## src/rtl/wbm_spi_tx_fifo.sv

```systemverilog
// wbm_spi_tx_fifo
//   SPI slave transmitter that runs entirely in the system clock domain.
//   spi_sck and spi_csn are oversampled through 2-FF synchronisers, so
//   f_clk must be at least 8*f_sck. A DEPTH-word FIFO is written through a
//   valid/ready interface, and each word is shifted out on spi_sdo. When the
//   FIFO is empty at a word boundary, IDLE_WORD is sent and underrun_o pulses.
//
// Ports
//   wb_clk_i    system clock
//   wb_rst_ni   async reset, active-low
//   spi_sck     SPI clock from master (async)
//   spi_csn     chip select, active-low (async)
//   spi_sdo     serial data out (MISO)
//   tx_data_i   word to enqueue
//   tx_valid_i  tx_data_i valid
//   tx_ready_o  FIFO not full
//   tx_level_o  FIFO word count
//   underrun_o  1-cycle pulse when IDLE_WORD is loaded
//   busy_o      frame in progress
//
// State table
//   state    | meaning
//   S_IDLE   | chip select high, spi_sdo held low, waiting for csn fall
//   S_ACTIVE | frame in progress, shifting on shift_ev
module wbm_spi_tx_fifo #(
  parameter int                DATA_W    = 8,
  parameter int                DEPTH     = 4,
  parameter bit                CPOL      = 1'b0,
  parameter bit                CPHA      = 1'b0,
  parameter bit                LSB_FIRST = 1'b0,
  parameter logic [DATA_W-1:0] IDLE_WORD = '0
) (
  input  logic                       wb_clk_i,
  input  logic                       wb_rst_ni,
  input  logic                       spi_sck,
  input  logic                       spi_csn,
  output logic                       spi_sdo,
  input  logic [DATA_W-1:0]          tx_data_i,
  input  logic                       tx_valid_i,
  output logic                       tx_ready_o,
  output logic [$clog2(DEPTH):0]     tx_level_o,
  output logic                       underrun_o,
  output logic                       busy_o
);

  localparam int AW = $clog2(DEPTH);
  localparam int LW = AW + 1;
  localparam int CW = $clog2(DATA_W);

  localparam logic [LW-1:0] LVL_FULL = LW'(DEPTH);
  localparam logic [LW-1:0] LVL_ONE  = LW'(1);
  localparam logic [AW-1:0] PTR_ONE  = AW'(1);
  localparam logic [CW-1:0] CNT_MAX  = CW'(DATA_W - 1);
  localparam logic [CW-1:0] CNT_ONE  = CW'(1);

  typedef enum logic {S_IDLE, S_ACTIVE} state_t;

  state_t state, state_next;

  logic sck_meta, sck_s, sck_d;
  logic csn_meta, csn_s;
  logic lead, trail, shift_ev;

  logic [DATA_W-1:0] mem [DEPTH];
  logic [AW-1:0]     wr_ptr, rd_ptr;
  logic [LW-1:0]     level;
  logic              push, pop, empty;

  logic [CW-1:0]     bit_cnt, cnt_next;
  logic [DATA_W-1:0] sreg, sreg_sh, load_word;
  logic              do_load, do_shift, do_clear;

  // Synchronisers reset to the idle pin levels so no edge is seen at reset exit.
  always_ff @(posedge wb_clk_i or negedge wb_rst_ni) begin
    if (!wb_rst_ni) begin
      sck_meta <= CPOL;
      sck_s    <= CPOL;
      sck_d    <= CPOL;
      csn_meta <= 1'b1;
      csn_s    <= 1'b1;
    end else begin
      sck_meta <= spi_sck;
      sck_s    <= sck_meta;
      sck_d    <= sck_s;
      csn_meta <= spi_csn;
      csn_s    <= csn_meta;
    end
  end

  assign lead     = (sck_s != sck_d) && (sck_s != CPOL);
  assign trail    = (sck_s != sck_d) && (sck_s == CPOL);
  assign shift_ev = CPHA ? lead : trail;

  always_ff @(posedge wb_clk_i or negedge wb_rst_ni) begin
    if (!wb_rst_ni) state <= S_IDLE;
    else            state <= state_next;
  end

  // A csn rise takes priority over a coincident shift event.
  always_comb begin
    state_next = state;
    cnt_next   = bit_cnt;
    do_load    = 1'b0;
    do_shift   = 1'b0;
    do_clear   = 1'b0;
    case (state)
      S_IDLE: begin
        if (!csn_s) begin
          state_next = S_ACTIVE;
          cnt_next   = '0;
          do_load    = !CPHA;
        end
      end
      S_ACTIVE: begin
        if (csn_s) begin
          state_next = S_IDLE;
          cnt_next   = '0;
          do_clear   = 1'b1;
        end else if (shift_ev) begin
          if (!CPHA) begin
            if (bit_cnt == CNT_MAX) begin
              cnt_next = '0;
              do_load  = 1'b1;
            end else begin
              cnt_next = bit_cnt + CNT_ONE;
              do_shift = 1'b1;
            end
          end else begin
            do_load  = (bit_cnt == '0);
            do_shift = (bit_cnt != '0);
            cnt_next = (bit_cnt == CNT_MAX) ? '0 : bit_cnt + CNT_ONE;
          end
        end
      end
      default: state_next = S_IDLE;
    endcase
  end

  assign empty      = (level == '0);
  assign tx_ready_o = (level != LVL_FULL);
  assign push       = tx_valid_i && tx_ready_o;
  assign pop        = do_load && !empty;
  assign load_word  = empty ? IDLE_WORD : mem[rd_ptr];
  assign sreg_sh    = LSB_FIRST ? (sreg >> 1) : (sreg << 1);

  always_ff @(posedge wb_clk_i) begin
    if (push) mem[wr_ptr] <= tx_data_i;
  end

  always_ff @(posedge wb_clk_i or negedge wb_rst_ni) begin
    if (!wb_rst_ni) begin
      wr_ptr     <= '0;
      rd_ptr     <= '0;
      level      <= '0;
      bit_cnt    <= '0;
      sreg       <= '0;
      spi_sdo    <= 1'b0;
      underrun_o <= 1'b0;
    end else begin
      if (push) wr_ptr <= wr_ptr + PTR_ONE;
      if (pop)  rd_ptr <= rd_ptr + PTR_ONE;
      case ({push, pop})
        2'b10:   level <= level + LVL_ONE;
        2'b01:   level <= level - LVL_ONE;
        default: level <= level;
      endcase

      bit_cnt    <= cnt_next;
      underrun_o <= do_load && empty;

      if (do_clear) begin
        spi_sdo <= 1'b0;
      end else if (do_load) begin
        sreg    <= load_word;
        spi_sdo <= LSB_FIRST ? load_word[0] : load_word[DATA_W-1];
      end else if (do_shift) begin
        sreg    <= sreg_sh;
        spi_sdo <= LSB_FIRST ? sreg_sh[0] : sreg_sh[DATA_W-1];
      end
    end
  end

  assign tx_level_o = level;
  assign busy_o     = (state == S_ACTIVE);

endmodule
```

## config.mk

```make
export PLATFORM = sky130hd
export DESIGN_NAME = wbm_spi_tx_fifo
export DESIGN_NICKNAME = d
export VERILOG_FILES = /design/src/rtl/wbm_spi_tx_fifo.sv
export SDC_FILE = /design/constraint.sdc
export NUM_CORES = 1
export LEC_CHECK = 0
export BUFFER_PORTS_ARGS = -buffer_cell sky130_fd_sc_hd__buf_2
export CAP_MARGIN = 20
export CORE_MARGIN = 2
export CORE_UTILIZATION = 30
export CTS_CLUSTER_DIAMETER = 60
export DETAILED_ROUTE_END_ITERATION = 7
export PLACE_DENSITY_LB_ADDON = 0.05
export SYNTH_ARGS = -nofsm -noshare
export SYNTH_HDL_FRONTEND = slang
export SYNTH_SLANG_ARGS = --single-unit
```

## constraint.sdc

```tcl
create_clock -name wb_clk_i -period 6.6 [get_ports wb_clk_i]
set_input_delay 1.32 -clock wb_clk_i [delete_from_list [all_inputs] [get_ports wb_clk_i]]
set_output_delay 1.32 -clock wb_clk_i [all_outputs]
set_load 0.05 [all_outputs]
```

# --- Word-level counts from Yosys, hierarchy flattened ---
# Memories as Yosys holds them, arrays and structs flattened.
# Cells that the tools add are included.
totals:
  word_cells: 65
  inputBits: 13
  regBits: 25
  ramBits: 32
  n_memories: 1
op_classes:
  n_eq_ne: 7
  mux: 25
  bitwise_logic: 3
  addsub: 5
  n_reduce_logical: 11
memory_table:
  columns: ["name", "words", "word_bits", "read_ports", "rd_ports_with_merged_regs", "wr", "line_no", "text"]
  rows:
  - ["mem", 4, 8, 1, 0, 1, "64", "logic [DATA_W-1:0] mem [DEPTH];"]
op_table:
  columns: ["operator", "count"]
  rows:
  - ["$mux W1", 15]
  - ["$mux W7", 2]
  - ["$mux W3", 4]
  - ["$pmux W3 S2", 2]
  - ["$mux W8", 1]
  - ["$add A3 B1 Y3 const B", 2]
  - ["$add A2 B1 Y2 const B", 2]
  - ["$logic_and A1 B1 Y1", 4]
  - ["$reduce_and A2 Y1", 2]
  - ["$reduce_bool A2 Y1", 2]
  - ["$eq A3 B3 Y1 const B", 1]
  - ["$logic_not A3 Y1", 1]
  - ["$ne A3 B1 Y1 const B", 1]
  - ["$ne A3 B3 Y1 const B", 1]
  - ["$not A1 Y1", 3]
  - ["$reduce_bool A3 Y1", 1]
  - ["$sub A3 B1 Y3 const B", 1]
  - ["$eq A2 B1 Y1 const B", 1]
  - ["$eq A2 B2 Y1 const B", 1]
  - ["$ne A2 B2 Y1 const B", 1]
  - ["$pmux W1 S2", 1]
  - ["$logic_not A1 Y1", 1]
  - ["$ne A1 B1 Y1", 1]

# --- Logic depth before layout (Yosys ltp) ---
logic_depth:
  depth_word: 8
  depth_mapped: 10
  depth_no_buf: 10

# --- Worst setup path after synthesis ---
# Ideal clock, no wire load.
synth_timing:
  kind: "reg2reg"
  start: "register level[2], in the netlist tx_level_o[2]"
  end: "register level[2], in the netlist tx_level_o[2]"
  setup_ns: 0.082
  path_slack_ns: 3.878
  arrival_time_ns: 2.640
  t_required_ns: 6.518
  stages_incl_launch_ff: 10
  path_cell_list: "dfrtp_1 -> nand3_1 -> and2_1 -> inv_1 -> ha_1 -> inv_1 -> fa_1 -> xor2_1 -> nor2_1 -> xor2_1"
synth_rtl:
  columns: ["item", "line_no", "text"]
  rows:
  - ["from (decl)", "66", "logic [LW-1:0] level;"]
  - ["from (signal assigned)", "163", "2'b10: level <= level + LVL_ONE;"]
  - ["from (signal assigned)", "164", "2'b01: level <= level - LVL_ONE;"]
  - ["from (signal assigned)", "165", "default: level <= level;"]
  - ["$ne A3 B3 Y1 *", "140", "assign tx_ready_o = (level != LVL_FULL);"]
  - ["net tx_ready_o", "40", "output logic tx_ready_o,"]
  - ["$logic_and A1 B1 Y1 *", "141", "assign push = tx_valid_i && tx_ready_o;"]
  - ["$eq A2 B1 Y1 or $eq A2 B2 Y1 (tied branches)", "162", "case ({push, pop})"]
  - ["$pmux W3 S2 or $reduce_bool A2 Y1 (tied branches)", null, null]
# The timed path passes the listed nets; every way through them passes the cells marked *.
# A chain may end at the register's enable or synchronous reset.

# --- Final worst setup path ---
layout_timing:
  start: "register level[0], in the netlist tx_level_o[0]"
  end: "output tx_ready_o"
layout_via:
  elab_chain_cells: 1
layout_rtl:
  columns: ["item", "line_no"]
  rows:
  - ["$ne A3 B3 Y1", "140"]
  - ["to (decl)", "40"]
# No other way between the ends.

==> metrics.md <==
| Metric | Value |
|---|---|
| Status | complete, no violations |
| CTS tree | yes |
| DRT antenna net count | 0 |
| Vias in the first global route | 1344 |
| Row count | 32 |
| Max VDD drop | 0.000151 V |
| Placed cell area | approximately 2500 um^2 |
| Largest net degree at the start of global routing | 26 |
| Syn_nets | 166 |
| Layout Utilization | 35.7% |
| Worst setup SP type | register |
| Root Buffer | clkbuf_8 |
| Drt total wl | 4190 um |
| Final Slew Violations | 0 |
| Share of layout cells above drive strength 1 | a little under a quarter |
| Die Y | 92.2 um |
| Sequential area share after synthesis | 68.1% |
| Worst hold path class | reg -> reg |
| CP Capture Type | primary output |
| Clock sink count | 57 |
| Cell Area, Synth | 2330 um^2 |
| Post-CTS Setup Bufs | 0 |
| Worst path required time | about 5.3 ns |
| DP Worst Slack | 3.80 ns |
| Worst-Margin Slew | 0.601 ns |
| Core box area | 7650 um^2 |
| CTS Buffer Depth | 2 |
| Hold-fix buffers at CTS | 0 |
| Max cap viols | 0 |
| Worst-path fanout max | 6 |
| Synth Area in Compound Gates | under 10% |
| Final instance area | 2730 um^2 |
| Synthesized instance count | 145 |
| XOR/XNOR share of the synthesized area | under 10% |
| Adder-cell share of the synthesized area | 4.61% |
| Initial core utilization | 30.5% |
| Non-filler cells in the finished layout | about 280 |
| Crit path time final | 2.64 ns |
| Power Dens Cells | 418 nW/um^2 |
| Drt drc | 0 |
| Synth area leader | edfxtp_1 |
| Worst endpoint data arrival time | approximately 1.3 ns |
| Count of cells resized by post-cts repair | 0 |
| Final Hold Viols | 0 |
| Synthesized flop and latch total | 57 |
| First-pass GRT wire length | 7060 um |
| Post-synth top area share | 41.2% |
| Synth Area in Simple Gates | 8.10% |
| Fillers | 750 |
| Synthesis-to-layout area growth | 17.2% |
| Overflow left after global routing | 0 |
| Fin crit share | 40.1% |
| DR WL/cell | 15.1 um |
| Clock Latency Late Sink | 0.32 ns |
| Post-layout power | 1.14 mW |
| Die ar. | 8500 um^2 |
| Clk slew on worst S/H paths | 0.06 ns |
| WHS | ~0.35 ns |
| Clock Skew | approximately 0.0039 ns |
| Final TNS setup | 0 ns |
| DP Cell Count | about 260 |
| F_max | 0.378 GHz |
| LEAKAGE | 1.11 nW |
| # diodes | 0 |
| Avg Cell Area, Syn | 16.1 um^2 |
| Die width | 92.2 um |
| Crit Path Class | reg -> out |
| Yosys cell types | 34 |
| Synth top area cells | edfxtp_1 41%, dfrtp_1 25%, mux4_2 4.8%, ha_1 3.8%, mux4_1 3.4% |
| IO Port Bufs | 19 |
| Nets | between 150 and 200 |
| DRT Pass-1 Iters | 4 |
| Post-DP HPWL | between 2000 and 3000 um |
| RSZ-0062 raised after global routing | false |
| CTS HTree Levels | 3 |
| Largest family of logic cells by synthesized area | multiplexers |
| Final setup fails | 0 |
| Post-route worst setup slack | between 3 and 4 ns |
| Final GP Congestion | 0.770 |
| Ys Warns | 0 |
| Vias per Instance | 4.50 |
| Reg2Reg Setup Slack | 4.20 ns |
| Mux cell area share after synthesis | 9.98% |
| Initial antenna violation count | 0 |
| CTS Buf Count | 9 |
| Starting DRC count in detailed routing | 68 |
| Via count | 1252 |
| I/O pins | 20 |
| Tot GR Track Use | approximately 11% |
| Worst slew margin | 59.6% |
## final cells by class
cell class	count	area, um^2	area share [%]
Tap cell	102	128	4.67
Multi-Input combinational cell	78	694	25.4
Clock buffer	11	131	4.81
Inverter	7	26.3	0.962
Sequential cell	57	1590	58.2
Timing Repair Buffer	19	95.1	3.48
Clock inverter	4	68.8	2.52
## cell families (layout without fill, tap and decap cells)
logic type,after synthesis,in the layout
flops,57,57
simple gates,37,37
xor+xnor,6,6
mux,12,12
fa+ha+maj,8,8
compound gates,15,15
buf+inv,10,41
## synthesized netlist by cell type
cell type,number
edfxtp_1,32
dfrtp_1,23
nor2_1,12
ha_1,7
inv_1,7
nand2_1,7
and3_1,6
mux4_2,5
a221oi_1,4
nand3_1,4
mux2i_1,3
mux4_1,3
o21ai_0,3
xnor2_1,3
xor2_1,3
a22oi_1,2
dfstp_2,2
nand2b_1,2
nor3_1,2
a21o_1,1
a21oi_1,1
a21oi_2,1
a221o_1,1
a22o_1,1
and2_1,1
buf_4,1
buf_6,1
clkbuf_1,1
fa_1,1
mux2_2,1
nor2b_1,1
nor2b_2,1
nor3_4,1
o21a_1,1
## worst max-delay path, stage by stage (launching register included)
cell	delay, ns
dfrtp_1	0.41
inv_1	0.11
nand3_1	0.20
buf_2	0.28
## cells in the final DEF (no fill, tap or decap), drive strengths merged, types with 4 or more instances in the layout
cell type,count
edfxtp,32
dfrtp,23
buf,19
nor2,12
clkbuf,11
mux4,8
inv,7
nand2,7
ha,7
and3,6
nand3,4
a221oi,4
## per-layer routing
layer | track usage [%] | wire (um)
met1 | 14.3 | 1950
met2 | 17.1 | 2020
met3 | 4.27 | 159
met4 | 5.22 | 57
met5 | 0 | 0
## path summary, 6_finish.rpt
check / start / to / cells past startpoint
hold reg to reg: sck_meta$_DFF_PN0_ / sck_s$_DFF_PN0_ / 0
min in group asynchronous: wb_rst_ni / sreg[4]$_DFFE_PN0P_ / 1
setup reg to reg: sck_s$_DFF_PN0_ / tx_level_o[2]$_DFFE_PN0P_ / 9
setup / recovery: tx_level_o[0]$_DFFE_PN0P_ / tx_ready_o / 3
max in group asynchronous: wb_rst_ni / csn_s$_DFF_PN1_ / 1
hold / removal: sck_meta$_DFF_PN0_ / sck_s$_DFF_PN0_ / 0
## flip-flops by register name, summed over array words and instances (netlist names), 2 cells and up
name,flops
tx_level_o,3
rd_ptr,2
wr_ptr,2
bit_cnt,3
sreg,7
mem,32
## power breakdown
part           switching [mW]  total (mW)  leakage (nW)  internal [mW]
clock network           0.127       0.335         0.101          0.209
logic                   0.162       0.279         0.416          0.116
registers              0.0632       0.527         0.595          0.464
total                   0.352        1.14          1.11          0.789
No activity file was read; power rests on OpenSTA's default activity.
